$ cat src/rtl/time_set_controller.sv
// 24-hour BCD time-of-day keeper with a RUN / SET_HOURS / SET_MINUTES editing FSM.
// All outputs are registered, including the per-field blanking for the edit blink.
module time_set_controller #(
  parameter int INIT_HOURS   = 0,
  parameter int INIT_MINUTES = 0
) (
  input  logic       i_Clock,
  input  logic       i_Reset_n,
  input  logic       i_Mode_Pulse,
  input  logic       i_Inc_Pulse,
  input  logic       i_Tick_1Hz,
  output logic [1:0] o_Hours_Tens,
  output logic [3:0] o_Hours_Ones,
  output logic [2:0] o_Minutes_Tens,
  output logic [3:0] o_Minutes_Ones,
  output logic [2:0] o_Seconds_Tens,
  output logic [3:0] o_Seconds_Ones,
  output logic [1:0] o_Mode,
  output logic       o_Blank_Hours,
  output logic       o_Blank_Minutes
);

  typedef enum logic [1:0] {
    ST_RUN         = 2'b00,
    ST_SET_HOURS   = 2'b01,
    ST_SET_MINUTES = 2'b10
  } state_e;

  localparam logic [1:0] INIT_HT = 2'(INIT_HOURS / 10);
  localparam logic [3:0] INIT_HO = 4'(INIT_HOURS % 10);
  localparam logic [2:0] INIT_MT = 3'(INIT_MINUTES / 10);
  localparam logic [3:0] INIT_MO = 4'(INIT_MINUTES % 10);

  state_e     state_q, state_d;
  logic       phase_q, phase_d;
  logic [1:0] hrs_tens_q, hrs_tens_d;
  logic [3:0] hrs_ones_q, hrs_ones_d;
  logic [2:0] min_tens_q, min_tens_d;
  logic [3:0] min_ones_q, min_ones_d;
  logic [2:0] sec_tens_q, sec_tens_d;
  logic [3:0] sec_ones_q, sec_ones_d;
  logic       blank_h_q, blank_h_d;
  logic       blank_m_q, blank_m_d;

  // Hours advance 23 -> 00; returns {tens, ones}.
  function automatic logic [5:0] inc_hours(input logic [1:0] t, input logic [3:0] o);
    if (t == 2'd2 && o == 4'd3) return {2'd0, 4'd0};
    else if (o == 4'd9)         return {t + 2'd1, 4'd0};
    else                        return {t, o + 4'd1};
  endfunction

  // Minutes advance 59 -> 00; returns {wrap, tens, ones}, wrap marks the hour carry.
  function automatic logic [7:0] inc_minutes(input logic [2:0] t, input logic [3:0] o);
    if (o != 4'd9)      return {1'b0, t, o + 4'd1};
    else if (t != 3'd5) return {1'b0, t + 3'd1, 4'd0};
    else                return {1'b1, 3'd0, 4'd0};
  endfunction

  logic [7:0] min_inc;
  logic [5:0] hrs_inc;

  always_comb begin
    min_inc = inc_minutes(min_tens_q, min_ones_q);
    hrs_inc = inc_hours(hrs_tens_q, hrs_ones_q);
  end

  always_comb begin
    state_d    = state_q;
    phase_d    = phase_q;
    hrs_tens_d = hrs_tens_q;
    hrs_ones_d = hrs_ones_q;
    min_tens_d = min_tens_q;
    min_ones_d = min_ones_q;
    sec_tens_d = sec_tens_q;
    sec_ones_d = sec_ones_q;

    case (state_q)
      ST_RUN: begin
        phase_d = 1'b0;
        if (i_Tick_1Hz) begin
          if (sec_ones_q != 4'd9) begin
            sec_ones_d = sec_ones_q + 4'd1;
          end else begin
            sec_ones_d = 4'd0;
            if (sec_tens_q != 3'd5) begin
              sec_tens_d = sec_tens_q + 3'd1;
            end else begin
              sec_tens_d = 3'd0;
              {min_tens_d, min_ones_d} = min_inc[6:0];
              if (min_inc[7]) {hrs_tens_d, hrs_ones_d} = hrs_inc;
            end
          end
        end
        // A simultaneous tick is still applied above before leaving RUN.
        if (i_Mode_Pulse) state_d = ST_SET_HOURS;
      end

      ST_SET_HOURS: begin
        if (i_Mode_Pulse) begin
          state_d = ST_SET_MINUTES;
          phase_d = 1'b0;
        end else if (i_Inc_Pulse) begin
          {hrs_tens_d, hrs_ones_d} = hrs_inc;
          phase_d = 1'b0;
        end else if (i_Tick_1Hz) begin
          phase_d = ~phase_q;
        end
      end

      ST_SET_MINUTES: begin
        if (i_Mode_Pulse) begin
          state_d    = ST_RUN;
          phase_d    = 1'b0;
          sec_tens_d = 3'd0;
          sec_ones_d = 4'd0;
        end else if (i_Inc_Pulse) begin
          {min_tens_d, min_ones_d} = min_inc[6:0];
          phase_d = 1'b0;
        end else if (i_Tick_1Hz) begin
          phase_d = ~phase_q;
        end
      end

      default: begin
        state_d = ST_RUN;
        phase_d = 1'b0;
      end
    endcase

    blank_h_d = (state_d == ST_SET_HOURS) & phase_d;
    blank_m_d = (state_d == ST_SET_MINUTES) & phase_d;
  end

  always_ff @(posedge i_Clock or negedge i_Reset_n) begin
    if (!i_Reset_n) begin
      state_q    <= ST_RUN;
      phase_q    <= 1'b0;
      hrs_tens_q <= INIT_HT;
      hrs_ones_q <= INIT_HO;
      min_tens_q <= INIT_MT;
      min_ones_q <= INIT_MO;
      sec_tens_q <= 3'd0;
      sec_ones_q <= 4'd0;
      blank_h_q  <= 1'b0;
      blank_m_q  <= 1'b0;
    end else begin
      state_q    <= state_d;
      phase_q    <= phase_d;
      hrs_tens_q <= hrs_tens_d;
      hrs_ones_q <= hrs_ones_d;
      min_tens_q <= min_tens_d;
      min_ones_q <= min_ones_d;
      sec_tens_q <= sec_tens_d;
      sec_ones_q <= sec_ones_d;
      blank_h_q  <= blank_h_d;
      blank_m_q  <= blank_m_d;
    end
  end

  assign o_Hours_Tens    = hrs_tens_q;
  assign o_Hours_Ones    = hrs_ones_q;
  assign o_Minutes_Tens  = min_tens_q;
  assign o_Minutes_Ones  = min_ones_q;
  assign o_Seconds_Tens  = sec_tens_q;
  assign o_Seconds_Ones  = sec_ones_q;
  assign o_Mode          = state_q;
  assign o_Blank_Hours   = blank_h_q;
  assign o_Blank_Minutes = blank_m_q;

endmodule

$ cat config.mk
export PLATFORM = sky130hd
export DESIGN_NAME = time_set_controller
export DESIGN_NICKNAME = d
export VERILOG_FILES = /design/src/rtl/time_set_controller.sv
export SDC_FILE = /design/constraint.sdc
export NUM_CORES = 1
export LEC_CHECK = 0
export CAP_MARGIN = 0
export CORE_UTILIZATION = 55
export CTS_BUF_LIST = sky130_fd_sc_hd__clkbuf_16
export CTS_CLUSTER_DIAMETER = 50
export DETAILED_ROUTE_END_ITERATION = 16
export PLACE_DENSITY = 0.9
export SYNTH_ARGS = -nofsm -noshare
export SYNTH_HDL_FRONTEND = slang
export SYNTH_SLANG_ARGS = --single-unit
$ cat constraint.sdc
create_clock -name i_Clock -period 4.55 [get_ports i_Clock]
set_clock_uncertainty 0.2 [all_clocks]
set_input_delay 0.455 -clock i_Clock [delete_from_list [all_inputs] [get_ports i_Clock]]
set_output_delay 0.455 -clock i_Clock [all_outputs]
set_load 0.02 [all_outputs]
=== Word-level counts from Yosys, hierarchy flattened ===
Index checks and enable logic that the tools add are counted.

* Add/sub/neg operators: 6
* Eq/ne operators: 20
* Mux-type cells: 47
* Bitwise logic cells: 3
* Reduce and logical (&&, ||, !) cells: 9

{| class="wikitable"
|+ Operator list
! cell !! count
|-
| $mux W4 || 14
|-
| $mux W3 || 9
|-
| $pmux W4 S2 || 3
|-
| $mux W2 || 9
|-
| $ne A2 B2 Y1 const B || 9
|-
| $mux W8 || 2
|-
| $add A4 B1 Y4 const B || 3
|-
| $mux W6 || 2
|-
| $pmux W3 S2 || 2
|-
| $ne A4 B4 Y1 const B || 2
|-
| $reduce_and A7 Y1 || 1
|-
| $add A3 B1 Y3 const B || 2
|-
| $eq A2 B2 Y1 const B || 3
|-
| $ne A3 B3 Y1 const B || 2
|-
| $pmux W2 S3 || 1
|-
| $reduce_and A6 Y1 || 1
|-
| $eq A2 B1 Y1 const B || 2
|-
| $eq A4 B2 Y1 const B || 1
|-
| $eq A4 B4 Y1 const B || 1
|-
| $mux W1 || 4
|-
| $pmux W2 S2 || 1
|-
| $reduce_and A4 Y1 || 1
|-
| $reduce_bool A2 Y1 || 2
|-
| $reduce_and A3 Y1 || 1
|-
| other kinds (6) || 7
|}

* Register bits after elaboration: 25
* Input bits: 5
* Output and inout bits: 24

=== Longest topological paths before layout ===
* Depth after elaboration: 8
* Mapped depth: 7
* Gate-level depth less buffers: 6

=== Worst setup path after synthesis ===
Ideal clock, no wire load.

* Path type: reg-to-reg
* Start point: register state_q[0] (netlist: o_Mode[0])
* End point: register min_ones_q[1] (netlist: o_Minutes_Ones[1])
* Library setup time: 0.128 ns
* Arrival: 1.981 ns
* Slack: 2.241 ns
* Stages on the path, launching flop included: 7
* Path buffers: 0
* Cell sequence: dfrtp_1 > inv_1 > ha_1 > inv_2 > o41a_1 > or3_1 > mux2_1

* Cells in the longest elaborated chain, start to end: 3

{| class="wikitable"
|+ RTL lines
! item !! RTL line !! source
|-
| start: declaration || 34 || <nowiki>state_e state_q, state_d;</nowiki>
|-
| start signal: assignment || 147 || <nowiki>state_q <= state_d;</nowiki>
|-
| $eq A2 B2 Y1 / $logic_not A2 Y1 (equally long branches) || 77 || <nowiki>case (state_q)</nowiki>
|-
| $ne A2 B2 Y1 (no line) / $reduce_bool A2 Y1 (equally long branches) || n/a ||
|-
| $reduce_and A6 Y1 (no line) || n/a ||
|-
| end signal: assignment || 152 || <nowiki>min_ones_q <= min_ones_d;</nowiki>
|-
| end: declaration || 39 || <nowiki>logic [3:0] min_ones_q, min_ones_d;</nowiki>
|}

Several ways; a longest one is shown, not always the timed one.
A chain may end at the register's enable or synchronous reset.

=== Worst setup path in the final report ===
* Start point: register state_q[1] (netlist: o_Mode[1])
* End point: register min_ones_q[1] (netlist: o_Minutes_Ones[1])

Same word-level chain as after synthesis.

==> results.json <==
{
  "run_status": "finished clean",
  "die-width_um": 53.3,
  "final_critical_path_time_including_i_o_delays_and_setup_ns": 2.45,
  "grtUsageTotal": 0.245,
  "critical_path.endpoint_type": "flip-flop",
  "cts_sinks": 25,
  "dr_total_vias": 1181,
  "floorplan.initialDensity": 0.585,
  "gr-max-usage-layer": "met2",
  "timing.critical_path.from": "o_Mode[1]",
  "postPlaceCellArea_sq_mm": 0.00176,
  "port_buffers": 28,
  "net-switching-power_w": 0.000544,
  "synth.area.top_cells": "sky130_fd_sc_hd__dfrtp_1, sky130_fd_sc_hd__ha_1, sky130_fd_sc_hd__mux2_2, sky130_fd_sc_hd__nor2_1, sky130_fd_sc_hd__inv_1",
  "dpl.cell_count": 198,
  "post-cts-setup-buffers": 0,
  "netlist.top_cell.by_area": "sky130_fd_sc_hd__dfrtp_1",
  "cts.path.max_buffers": 2,
  "antenna_cells_inserted": 0,
  "flow.area_growth_from_synthesis_pct": 26.9,
  "setup_repair_after_global_routing_missed_its_margin": "false",
  "multi_input_comb_area_sq_um": 771,
  "hpwl_um": 2350,
  "postSynth.asyncResetShare": 1.00,
  "synth.yosys.seq_area_share": 0.432,
  "layout.filler_cells": 181,
  "timing_worst_slew_pin_value_ns": 1.12,
  "max_freq_mhz": 408,
  "net_sw_frac": 0.424,
  "crit_path_start_kind": "flip-flop",
  "synthesis.area_sq_mm": 0.00145,
  "initial_antenna_violation_count": 0,
  "instances_no_fill": 202,
  "postSynth.topFlopCell": "sky130_fd_sc_hd__dfrtp_1",
  "drtAntennaViolNets": 0,
  "rr_startpoint": "o_Mode[1]",
  "critPathMaxFanout": 5,
  "grt_start_max_net_pins": 26,
  "vdd.ir_drop.worst_mv": 0.447,
  "ys.warnings.count": 0,
  "power_frac_comb": 0.532,
  "placementRows": 18,
  "use_met2": 0.402,
  "ws_path_type": "reg2reg",
  "timing.critical_path.cells": "inv_1 -> ha_1 -> inv_2 -> o41a_1 -> or3_1 -> mux2_1",
  "cts-resized-gates": 0,
  "hold_viol_final": 0,
  "hold_class": "reg2reg",
  "critical_path.n_buffers_inverters": 2,
  "chipHeight_um": 53.3,
  "synth_nets": 157,
  "critical-path-max-stage-delay_ns": 0.49,
  "power_density_mw_per_mm2": 698,
  "share_clk_of_total_power": 0.150,
  "gr-usage-met3": 0.0374,
  "synth_top_cell_area_share": 0.432,
  "synthMostInstantiatedCell": "sky130_fd_sc_hd__dfrtp_1",
  "detail_route.wirelength_um": 3120,
  "global_route.usage.met1": 0.320,
  "cts_root_buf": "sky130_fd_sc_hd__clkbuf_16",
  "rd_place_congestion": 0.837,
  "post_synth_num_cell_types": 41,
  "cts.clk_slew.worst_paths_ns": 0.06,
  "power.share.sequential": 0.318,
  "number_of_flops_mapped_to_enable_cells_by_yosys": 0,
  "global_route.overflow_total": 0,
  "cellInternalPower_w": 0.000739,
  "drc_errors": 0,
  "ctsHtreeMaxLevel": 1,
  "drv_slew": 0,
  "final_core_util": 0.742,
  "synth_seq_cells": 25,
  "timing.critical_path.required_ns": 4.49,
  "first_pass_grt_wire_length_um": 5040,
  "power.leakage_nw": 0.841,
  "holdCritStartpoint": "o_Minutes_Tens[0]",
  "cts-hold-fix-buffers": 0,
  "synth_common_cells": "sky130_fd_sc_hd__dfrtp_1, sky130_fd_sc_hd__nor2_1, sky130_fd_sc_hd__inv_1, sky130_fd_sc_hd__ha_1, sky130_fd_sc_hd__mux2_2",
  "final_stage_net_count": 188,
  "maxCapViolCount": 0,
  "routed_via_density": 5.85,
  "critical_path.slowest_cell": "sky130_fd_sc_hd__o41a_1",
  "period_share": 0.538,
  "final_layout_size_suffix_gt1_frac": 0.0988,
  "firstDrtPassIters": 4,
  "grt_pass1_vias": 1150,
  "dieArea_sq_mm": 0.00284,
  "detail_route.iter0.violations": 17,
  "tritoncts.num_buffers": 3,
  "finalSetupTns_ns": 0,
  "worstSkewPairLatency_ns": 0.26,
  "crit_arrival_ns": 2.39,
  "cts_tree": "done",
  "design.core.area_sq_mm": 0.00248,
  "cp_top_family": "compound AO/OA/AOI/OAI gates",
  "postSynthAreaPerCell_sq_um": 10.2,
  "slew_margin_rel": 0.251,
  "syn-instance-count": 142,
  "timing.final.setup_violations": 0,
  "wire_per_inst_um": 15.4,
  "regArea_sq_um": 626,
  "ios": 29,
  "final_design_area_no_fill_sq_mm": 0.00184
}
-- placed cells by master (no fill, tap or decap), drive strengths merged, types with 2 or more instances in the layout --
master,n
a211oi,2
a21o,3
a21oi,3
a31oi,2
and3,2
clkbuf,3
clkdlybuf4s50,28
dfrtp,25
ha,10
inv,13
mux2,9
mux2i,2
nand2,4
nand2b,2
nand3,3
nand3b,4
nand4,3
nor2,16
nor2b,5
nor3,2
nor3b,4
o21ai,5
o22ai,3
o31ai,2
xnor2,3
-- sequential cells by signal, summed over array words and instances (netlist names) --
name,cells
o_Blank_Hours,1
o_Blank_Minutes,1
o_Hours_Ones,4
o_Hours_Tens,2
o_Minutes_Ones,4
o_Minutes_Tens,3
o_Mode,2
o_Seconds_Ones,4
o_Seconds_Tens,3
phase_q,1
-- power groups by stage --
| stage | sequential (W) | combinational [W] | clock, W |
|---|---|---|---|
| 6_report | 0.000408 | 0.000682 | 0.000192 |
| 5_1_grt | 0.000424 | 0.000744 | 0.000204 |
| 4_1_cts | 0.000407 | 0.000683 | 0.000195 |
| 3_5_place_dp | 0.000409 | 0.000677 | 0 |
| 3_3_place_gp | 0.000400 | 0.000648 | 0 |
| 2_1_floorplan | 0.000485 | 0.000342 | 0 |
-- routing by layer --
metal	wire length, um	vias up	share of wire
met4	29	0	0.0093
met5	0	-	0
met1	1420	581	0.45
li1	-	569	-
met2	1600	26	0.51
met3	69	5	0.022
-- kinds of logic (layout without fill, tap and decap cells) --
logic type                 Yosys count  count (layout)  synth area share
AOI/OAI and AO/OA                   28              28             0.138
xor gates and xnor gates             4               4            0.0242
adders and majority gates           10              10            0.0864
buffers and inverters               14              44            0.0363
DFF                                 25              25             0.432
muxes                               11              11            0.0838
and+or+nand+nor                     50              50             0.199
-- path summary, 6_finish.rpt --
check / end / slack [ns] / cells past startpoint
max in group asynchronous: o_Hours_Ones[2] / 2.88 / 1
min in group asynchronous: o_Blank_Minutes / 0.60 / 1
setup / recovery: o_Minutes_Ones[1] / 2.10 / 6
setup reg to reg: o_Minutes_Ones[1] / 2.10 / 6
hold / removal: o_Minutes_Tens[0] / 0.36 / 1
hold reg to reg: o_Minutes_Tens[0] / 0.36 / 1
-- per-stage QoR --
step           hold slack (ns)  total power, W  setup slack (ns)
6_report                 0.358         0.00128              2.10
3_5_place_dp             0.335         0.00109              2.09
3_3_place_gp             0.318         0.00105              2.16
4_1_cts                  0.348         0.00129              2.10
2_1_floorplan          -0.0406        0.000827              2.24
5_1_grt                  0.380         0.00137              1.95
-- area by class of cell --
| cell class | instances | share of cell area |
|---|---|---|
| clock inverters | 1 | 0.00204 |
| repair buffers | 28 | 0.152 |
| inverters | 12 | 0.0245 |
| clock buffers | 3 | 0.0408 |
| multi-input cells | 103 | 0.419 |
| well taps | 30 | 0.0204 |
| flip-flops and latches | 25 | 0.340 |
-- worst reg2reg max path, cell delays in order (launching register included) --
cell and delay, ns:
sky130_fd_sc_hd__dfrtp_1 0.44, sky130_fd_sc_hd__inv_1 0.13, sky130_fd_sc_hd__ha_1 0.30, sky130_fd_sc_hd__inv_2 0.08, sky130_fd_sc_hd__o41a_1 0.49, sky130_fd_sc_hd__or3_1 0.37, sky130_fd_sc_hd__mux2_1 0.32
No activity file was read; power rests on OpenSTA's default activity.
